--- src/rtl/stopwatch_pkg.sv ---
`timescale 1ns/1ps
`default_nettype none
// +----------------------------------------------------------------------------+
// | Module      : stopwatch_pkg                                                |
// | Description : Shared types and helpers for the stopwatch lap timer:        |
// |               FSM state encoding, BCD digit width, per-digit radix and     |
// |               prescaler divide ratio.                                      |
// | Revision    : 1.0 - initial release                                        |
// +----------------------------------------------------------------------------+
package stopwatch_pkg;

  localparam int DIGIT_W = 4;

  typedef enum logic [1:0] {
    IDLE  = 2'd0,
    RUN   = 2'd1,
    PAUSE = 2'd2
  } state_t;

  // Digit order is cs, cs, s, 10s, min, 10min, h, 10h: the tens-of-seconds
  // and tens-of-minutes positions roll over at 6, everything else at 10.
  function automatic int digit_radix(input int k);
    return ((k == 3) || (k == 5)) ? 6 : 10;
  endfunction

  function automatic int calc_div(input int clk_hz, input int tick_hz);
    return clk_hz / tick_hz;
  endfunction

endpackage
`default_nettype wire

--- src/rtl/bcd_digit_cell.sv ---
`timescale 1ns/1ps
`default_nettype none
// +----------------------------------------------------------------------------+
// | Module      : bcd_digit_cell                                               |
// | Description : One mod-RADIX BCD digit. Advances when inc_en and carry_in   |
// |               are both high; carry_out is purely combinational so a whole  |
// |               chain of cells ripples within one clock.                     |
// | Revision    : 1.0 - initial release                                        |
// | Ports       : clk       - system clock                                     |
// |               clear     - synchronous clear to 0 (highest priority)        |
// |               inc_en    - count enable (one prescaler tick)                |
// |               carry_in  - lower digits are all at maximum                  |
// |               carry_out - carry_in and this digit at RADIX-1               |
// |               digit     - current BCD value                                |
// +----------------------------------------------------------------------------+
module bcd_digit_cell
  import stopwatch_pkg::*;
#(
  parameter int RADIX = 10
) (
  input  logic               clk,
  input  logic               clear,
  input  logic               inc_en,
  input  logic               carry_in,
  output logic               carry_out,
  output logic [DIGIT_W-1:0] digit
);

  localparam logic [DIGIT_W-1:0] DIGIT_MAX = DIGIT_W'(RADIX - 1);

  logic at_max;

  assign at_max    = (digit == DIGIT_MAX);
  assign carry_out = carry_in & at_max;

  always_ff @(posedge clk) begin
    if (clear) begin
      digit <= '0;
    end else if (inc_en && carry_in) begin
      digit <= at_max ? '0 : digit + 1'b1;
    end
  end

endmodule
`default_nettype wire

--- src/rtl/stopwatch_lap_timer.sv ---
`timescale 1ns/1ps
`default_nettype none
// +----------------------------------------------------------------------------+
// | Module      : stopwatch_lap_timer                                          |
// | Description : BCD stopwatch with start/pause/resume, lap freeze of the     |
// |               displayed value and a sticky full-scale overflow flag.       |
// |               Optional input debounce enabled by defining the macro        |
// |               STOPWATCH_DEBOUNCE_EN.                                       |
// | Revision    : 1.0 - initial release                                        |
// | Ports       : clk        - system clock                                    |
// |               hard_reset - sync active-high, resets every register         |
// |               soft_reset - sync active-high, clears time/flags, to IDLE    |
// |               start      - level; each rising edge toggles run/pause       |
// |               lap        - level; each rising edge toggles lap freeze      |
// |               digits     - displayed BCD value, digit k at [4k+3:4k]       |
// |               running    - 1 while counting                                |
// |               lap_active - 1 while the display is frozen                   |
// |               overflow   - sticky full-scale wrap flag                     |
// +----------------------------------------------------------------------------+
module stopwatch_lap_timer
  import stopwatch_pkg::*;
#(
  parameter int CLK_HZ          = 50000000,
  parameter int TICK_HZ         = 100,
  parameter int NUM_DIGITS      = 6,
  parameter int DEBOUNCE_CYCLES = 1000000
) (
  input  logic                    clk,
  input  logic                    hard_reset,
  input  logic                    soft_reset,
  input  logic                    start,
  input  logic                    lap,
  output logic [4*NUM_DIGITS-1:0] digits,
  output logic                    running,
  output logic                    lap_active,
  output logic                    overflow
);

  localparam int              DIV        = calc_div(CLK_HZ, TICK_HZ);
  localparam int              PW         = (DIV > 1) ? $clog2(DIV) : 1;
  localparam logic [PW-1:0]   PRESC_LAST = PW'(DIV - 1);

  // ---------------------------------------------------------------------------
  // Input synchroniser; bit 0 = start, bit 1 = lap. Only hard_reset clears it
  // so a soft reset does not fabricate or lose an edge.
  // ---------------------------------------------------------------------------
  logic [1:0] sync_q;
  logic [1:0] sync_qq;
  logic [1:0] edge_det;
  logic       start_edge;
  logic       lap_edge;

  always_ff @(posedge clk) begin
    if (hard_reset) begin
      sync_q  <= '0;
      sync_qq <= '0;
    end else begin
      sync_q  <= {lap, start};
      sync_qq <= sync_q;
    end
  end

`ifdef STOPWATCH_DEBOUNCE_EN
  localparam int             DBW     = $clog2(DEBOUNCE_CYCLES + 1);
  localparam logic [DBW-1:0] DB_LAST = DBW'(DEBOUNCE_CYCLES - 1);

  for (genvar i = 0; i < 2; i++) begin : g_debounce
    logic [DBW-1:0] db_cnt;
    logic           filt;

    // The counter tracks how long the synced level has disagreed with the
    // filtered level; any agreeing sample restarts the run.
    always_ff @(posedge clk) begin
      if (hard_reset) begin
        db_cnt <= '0;
        filt   <= 1'b0;
      end else if (sync_qq[i] == filt) begin
        db_cnt <= '0;
      end else if (db_cnt == DB_LAST) begin
        db_cnt <= '0;
        filt   <= sync_qq[i];
      end else begin
        db_cnt <= db_cnt + 1'b1;
      end
    end

    // Rising edge of the filtered level, flagged in the cycle it is accepted.
    assign edge_det[i] = sync_qq[i] & ~filt & (db_cnt == DB_LAST);
  end
`else
  assign edge_det = sync_q & ~sync_qq;
`endif

  assign start_edge = edge_det[0];
  assign lap_edge   = edge_det[1];

  // ---------------------------------------------------------------------------
  // Run/pause FSM and lap decisions, all against the pre-edge state
  // ---------------------------------------------------------------------------
  state_t state;
  state_t state_next;
  logic   lap_latch;
  logic   lap_clear;

  always_ff @(posedge clk) begin
    if (hard_reset || soft_reset) begin
      state <= IDLE;
    end else begin
      state <= state_next;
    end
  end

  always_comb begin
    state_next = state;
    running    = 1'b0;
    lap_latch  = 1'b0;
    lap_clear  = 1'b0;
    case (state)
      IDLE: begin
        if (start_edge) state_next = RUN;
      end
      RUN: begin
        running = 1'b1;
        if (start_edge) state_next = PAUSE;
      end
      PAUSE: begin
        if (start_edge) state_next = RUN;
      end
      default: state_next = IDLE;
    endcase
    if (lap_edge) begin
      if (lap_active) begin
        lap_clear = 1'b1;
      end else if (state == RUN) begin
        lap_latch = 1'b1;
      end
    end
  end

  // ---------------------------------------------------------------------------
  // Prescaler: holds its value while paused so resume continues mid-period
  // ---------------------------------------------------------------------------
  logic [PW-1:0] presc;
  logic          tick;

  assign tick = running && (presc == PRESC_LAST);

  always_ff @(posedge clk) begin
    if (hard_reset || soft_reset) begin
      presc <= '0;
    end else if (running) begin
      presc <= tick ? '0 : presc + 1'b1;
    end
  end

  // ---------------------------------------------------------------------------
  // BCD digit chain; carry[NUM_DIGITS] high means every digit is at maximum
  // ---------------------------------------------------------------------------
  logic [NUM_DIGITS:0]     carry;
  logic [4*NUM_DIGITS-1:0] count;
  logic                    clear_all;

  assign carry[0]  = 1'b1;
  assign clear_all = hard_reset | soft_reset;

  for (genvar k = 0; k < NUM_DIGITS; k++) begin : g_digit
    bcd_digit_cell #(
      .RADIX (digit_radix(k))
    ) u_cell (
      .clk       (clk),
      .clear     (clear_all),
      .inc_en    (tick),
      .carry_in  (carry[k]),
      .carry_out (carry[k+1]),
      .digit     (count[DIGIT_W*k +: DIGIT_W])
    );
  end

  // ---------------------------------------------------------------------------
  // Lap register and sticky overflow
  // ---------------------------------------------------------------------------
  logic [4*NUM_DIGITS-1:0] lap_reg;

  always_ff @(posedge clk) begin
    if (hard_reset || soft_reset) begin
      lap_reg    <= '0;
      lap_active <= 1'b0;
      overflow   <= 1'b0;
    end else begin
      if (lap_latch) begin
        lap_reg    <= count;
        lap_active <= 1'b1;
      end else if (lap_clear) begin
        lap_active <= 1'b0;
      end
      if (tick && carry[NUM_DIGITS]) begin
        overflow <= 1'b1;
      end
    end
  end

  assign digits = lap_active ? lap_reg : count;

endmodule
`default_nettype wire

--- config.mk ---
export PLATFORM = sky130hd
export DESIGN_NAME = stopwatch_lap_timer
export DESIGN_NICKNAME = d
export VERILOG_FILES = /design/src/rtl/stopwatch_pkg.sv /design/src/rtl/bcd_digit_cell.sv /design/src/rtl/stopwatch_lap_timer.sv
export SDC_FILE = /design/constraint.sdc
export NUM_CORES = 1
export LEC_CHECK = 0
export BUFFER_PORTS_ARGS = -buffer_cell sky130_fd_sc_hd__buf_2
export CORE_ASPECT_RATIO = 1.5
export CORE_MARGIN = 10
export CORE_UTILIZATION = 50
export DETAILED_ROUTE_END_ITERATION = 7
export PLACE_DENSITY = 0.7
export SLEW_MARGIN = 20
export SYNTH_ARGS = -nofsm -noshare
export SYNTH_HDL_FRONTEND = slang
export SYNTH_SLANG_ARGS = --single-unit
--- constraint.sdc ---
create_clock -name clk -period 1.98 [get_ports clk]
set_input_delay 0.495 -clock clk [delete_from_list [all_inputs] [get_ports clk]]
set_output_delay 0.495 -clock clk [all_outputs]
set_load 0.05 [all_outputs]
Word-level counts from Yosys, hierarchy flattened. Cells that the tools add are included.

Word-level logic and storage cells: 69. Input port bits: 5. Register bits after elaboration: 75. Output and inout bits: 27.

$add $sub $neg: 7. Equal/unequal tests: 11. Multiplexer cells: 18. Bitwise logic cells: 8. Reductions and logical operators: 12.

Operators with widths (count): 4-bit by 1-bit adder with 4-bit output, second input constant (6); 24-bit 2-to-1 mux (1); 4-bit 2-to-1 mux (6); 19-bit by 1-bit adder with 19-bit output, second input constant (1); 19-bit equality test, second input constant (1); 19-bit 2-to-1 mux (1); 4-bit equality test, second input constant (4); 4-bit by 3-bit equality test with 1-bit output, second input constant (2); 1-bit logical AND (7); 1-bit 2-to-1 mux (7); 1-bit bitwise AND (5); 2-bit 2-to-1 mux (2); 2-bit one-hot mux with 2 select lines (1); 2-bit bitwise AND (1); 2-bit by 1-bit equality test with 1-bit output, second input constant (1); 2-bit equality test, second input constant (1); 2-bit logical NOT (1); 2-bit by 1-bit inequality test with 1-bit output, second input constant (1); 2-bit inequality test, second input constant (1); 2-bit inverter (1); 2-bit AND reduction (1); 2-bit nonzero test (1); 2-bit OR reduction (1); 1-bit logical OR (1); 1-bit bitwise OR (1).

Depth between registers and ports, before layout.
Depth after elaboration: 7. Gate-level depth with buffers: 7. Mapped depth without buffers: 6.

By module. Synthesis repeated with hierarchy kept, for this count alone.

Cell total of the unflattened synthesis: 400. Area total of the unflattened synthesis: 3480.8 sq um.

Modules (own cells, without submodules): stopwatch_lap_timer (cells an instance 270, instances 1, seq. area each 1021.0 sq um, area each 2304.7 sq um); bcd_digit_cell (g_digit[0].u_cell ...) (cells an instance 22, instances 4, seq. area each 80.1 sq um, area each 195.2 sq um); bcd_digit_cell (g_digit[3].u_cell ...) (cells an instance 21, instances 2, seq. area each 80.1 sq um, area each 197.7 sq um).

Worst setup path before layout. Ideal clock, no wire load.

Kind: flip-flop to output port. Start point: register lap_active. End point: output port digits[10]. Cell stages (with the launch flop): 4. Arrival time: 1974 ps. Setup slack: -489 ps. Data required time: 1485 ps. Path buffers: 2. Cell sequence: dfxtp_1 -> clkbuf_1 -> clkbuf_1 -> o21ai_0.

Word-level cells in the longest chain between the ends: 1.

RTL lines: from (decl) (RTL line stopwatch_lap_timer.sv:35) `output logic lap_active,`; from (signal assigned) (RTL line stopwatch_lap_timer.sv:187) `lap_active <= 1'b0;`; from (signal assigned) (RTL line stopwatch_lap_timer.sv:192) `lap_active <= 1'b1;`; from (signal assigned) (RTL line stopwatch_lap_timer.sv:194) `lap_active <= 1'b0;`; 24-bit 2-to-1 mux (RTL line stopwatch_lap_timer.sv:202) `assign digits = lap_active ? lap_reg : count;`; to (decl) (RTL line stopwatch_lap_timer.sv:33) `output logic [4*NUM_DIGITS-1:0] digits,`.

Every way passes these cells.

Worst setup path in the final report.
Start point: register g_digit[1].u_cell.digit[1]. End point: register g_digit[5].u_cell.digit[1].

Word-level cells in the longest chain between the ends: 6.

RTL lines: from (decl) (RTL line bcd_digit_cell.sv:26) `output logic [DIGIT_W-1:0] digit`; from (signal assigned) (RTL line bcd_digit_cell.sv:40) `digit <= at_max ? '0 : digit + 1'b1;`; 4-bit equality test (RTL line bcd_digit_cell.sv:33) `assign at_max = (digit == DIGIT_MAX);`; 1-bit bitwise AND (4 in series) (RTL line bcd_digit_cell.sv:34) `assign carry_out = carry_in & at_max;`; 1-bit logical AND (RTL line bcd_digit_cell.sv:39) `end else if (inc_en && carry_in) begin`; to (signal assigned) (RTL line bcd_digit_cell.sv:40); to (decl) (RTL line bcd_digit_cell.sv:26).

Every way passes these cells. A chain may end at the register's enable or synchronous reset.

==> flow_summary.json <==
{
  "status": "finished with violations",
  "violations": "setup timing",
  "rsz0062_at_grt": "yes",
  "max_stage_delay_ns": 0.59,
  "pwr-share-seq_pct": 52.0,
  "synth_cells": 421,
  "grt_pass1_wl_um": 14700,
  "nets": 512,
  "crit_top_cell": "or4b_4",
  "clock-sinks": 75,
  "die_height_um": 123,
  "synth_warnings": 0,
  "htreeDepth": 3,
  "yosysSeqAreaShare_pct": 42.6,
  "clk_pin_slew_worst_paths_ns": 0.08,
  "overflow": 0,
  "first_iter_violations": 182,
  "yosys_register_bits": 75,
  "finalSetupViolations": 5,
  "slew_headroom_pct": 61.8,
  "antenna_left": 0,
  "place_ws_ns": -0.102,
  "cp_cell_sequence": "nor4bb_4 -> nand4_1 -> or4b_4 -> or4b_4 -> a21oi_2",
  "layout_setup_ws_ns": -0.117,
  "hold_buffers": 0,
  "grt_max_degree": 53,
  "detailed_place_hpwl_um": 6360,
  "finalSetupTns_ns": -0.439,
  "n_fill_cell": 567,
  "ys.flop_type": "dfxtp_1",
  "start_kind": "flip-flop",
  "syn-num-nets": 427,
  "p_leak_uw": 0.00172,
  "regArea_um2": 1510,
  "grt_pass1_vias": 3168,
  "slew_violations": 0,
  "synth-edff-count": 0,
  "combPwrFrac_pct": 2.2,
  "crit_type": "reg2reg",
  "place.gp.congestion": 0.908,
  "drt_pass1_iterations": 4,
  "num_io_pins": 32,
  "cts_root_buffer": "clkbuf_8",
  "critPathMaxFanout": 5,
  "switching_share_pct": 20.9,
  "clk_latency_ns": 0.36,
  "clockBufferDepth": 2,
  "cts_buffers": 9,
  "worstSetupEndpointType": "flip-flop",
  "cts_tree": "done",
  "initial_utilization_pct": 51.5,
  "r2r_slack_ns": -0.12,
  "n_antenna_cell": 0,
  "routed_wl_um": 8890,
  "multi_input_area_um2": 2000,
  "p_int_uw": 2300,
  "clock_power_share_pct": 45.8,
  "fmax_mhz": 477,
  "cp_slowest_cell": "or4b_4",
  "cp.required_ns": 2.28,
  "coreArea_um2": 6850,
  "power_density_nw_per_um2": 632,
  "dieArea_um2": 10900,
  "hold_viol": 0,
  "period_share_pct": 106,
  "vias_per_cell": 5.52,
  "syn-cell-area_um2": 3530,
  "max-vdd-ir-drop_mv": 0.456,
  "yosysUniqueCellTypes": 48,
  "layout-drive-gt1-share_pct": 31.9,
  "fp.dieW_um": 88.6,
  "port_buffers": 31,
  "min_period_ns": 2.10,
  "wl_per_cell_um": 15.1,
  "hold_path.class": "in2reg",
  "vias": 3254,
  "track_usage_pct": 17.1,
  "syn_to_final_growth_pct": 30.5,
  "skew_ns": 0.00785,
  "grt_antenna_before_repair": 0,
  "rows": 37,
  "p_switching_uw": 607,
  "cap_viol_max_count": 0,
  "synth_area_per_cell_um2": 8.38,
  "synthArstFlopShare_pct": 0,
  "tightest_slew_ns": 0.574,
  "drc": 0,
  "critPathArrivalTime_ns": 2.39
}
==> placed cells by master (no fill, tap or decap), types with 2 or more instances in the layout <==
| cell type | instances |
|---|---|
| o21ai_0 | 7 |
| nand4b_1 | 2 |
| nand3b_1 | 3 |
| xnor2_1 | 20 |
| buf_6 | 2 |
| clkinv_2 | 3 |
| xor2_1 | 6 |
| dfxtp_1 | 70 |
| nor4_1 | 4 |
| nor3_1 | 8 |
| buf_4 | 69 |
| nand2_1 | 71 |
| nand4_1 | 8 |
| and3_1 | 2 |
| o21ai_2 | 7 |
| inv_1 | 14 |
| nand3_1 | 11 |
| or3_1 | 5 |
| nor4b_4 | 2 |
| or4b_4 | 2 |
| nor2_1 | 37 |
| mux2_2 | 17 |
| bufinv_16 | 2 |
| a21oi_2 | 2 |
| a21oi_1 | 41 |
| buf_2 | 20 |
| clkbuf_8 | 11 |
| nor4_4 | 2 |
| and2_1 | 6 |
| mux2i_1 | 2 |
| and4bb_2 | 2 |
| nor3b_1 | 3 |
| buf_12 | 4 |
| nand2b_1 | 5 |
| nor2b_1 | 9 |
| dfxtp_2 | 4 |
| o21ai_1 | 2 |
==> what timing repair did <==
item | CTS | global route
endpoints found under the setup margin | 26 | 33
buffers inserted | 0 | 6
pin swaps | 5 | 9
resized for setup | 10 | 38
==> cells by family after synthesis <==
family	Yosys count	synth area share [%]
DFF	75	42.6
adders and majority gates	1	0.355
xor gates and xnor gates	26	6.45
buffers and inverters	35	4.04
AOI/OAI and AO/OA	67	10.2
muxes	19	5.99
and+or+nand+nor	198	30.4
==> path summary, 6_finish.rpt <==
| check | from | depth (start not counted) | endpoint |
|---|---|---|---|
| setup / recovery | g_digit[1].u_cell.digit[1] | 5 | g_digit[5].u_cell.digit[1] |
| hold / removal | hard_reset | 2 | sync_qq[1] |
| setup reg to reg | g_digit[1].u_cell.digit[1] | 5 | g_digit[5].u_cell.digit[1] |
| hold reg to reg | lap_reg[6] | 2 | lap_reg[6] |
==> synth_stat cells, drive strengths merged, types with 7 or more instances <==
| master | number | area (um2) |
|---|---|---|
| dfxtp | 75 | 1500 |
| nand2 | 71 | 267 |
| a21oi | 43 | 215 |
| nor2 | 38 | 143 |
| xnor2 | 20 | 175 |
| clkbuf | 17 | 63.8 |
| mux2 | 17 | 191 |
| o21ai | 16 | 80.1 |
| inv | 14 | 52.6 |
| nand3 | 11 | 55.1 |
| nand4 | 9 | 71.3 |
| nor2b | 9 | 56.3 |
| nor3 | 9 | 45.0 |
| nor4 | 7 | 43.8 |
==> cell type report <==
cell class                 instances  area share, %
multi-input combinational        311           43.4
sequential                        75           32.8
timing repair buffer              95           15.7
clock buffer                      11           3.29
tap                               78           2.12
clock inverter                     5           1.63
inverter                          14           1.14
==> per-layer routing <==
layer  GRT usage [%]  part of all wire, %
met5               0                    0
met4            10.9                  3.4
met3            3.32                  3.9
met2            29.8                   55
met1            18.3                   38
==> worst max-delay path, delay by kind of cell, from the launching register on <==
family	cells	cell delay, ns
AOI/OAI and AO/OA	1	0.12
and+or+nand+nor	4	1.56
DFF	1	0.35
==> metrics by stage <==
step / area, um2 / util [%] / power, uW / hold WS (ns) / instances
after CTS: 4450 / 64.9 / 2930 / 0.340 / 583
after floorplan: 3560 / - / 1590 / 0.433 / 421
final: 4600 / 67.2 / 2910 / 0.348 / 589
after global placement: 4190 / 61.1 / 1610 / 0.437 / 567
after global routing: 4600 / 67.2 / 3010 / 0.342 / 589
after detailed placement: 4190 / 61.1 / 1610 / 0.445 / 567
==> power groups by stage <==
stage / clock (uW) / combinational, uW / sequential (uW)
5_1_grt: 1420 / 69.1 / 1510
3_3_place_gp: 0 / 60.3 / 1550
3_5_place_dp: 0 / 61.4 / 1550
4_1_cts: 1360 / 62.4 / 1510
6_report: 1330 / 62.7 / 1510
2_1_floorplan: 0 / 36.7 / 1550
(Power assumes the default switching activity.)
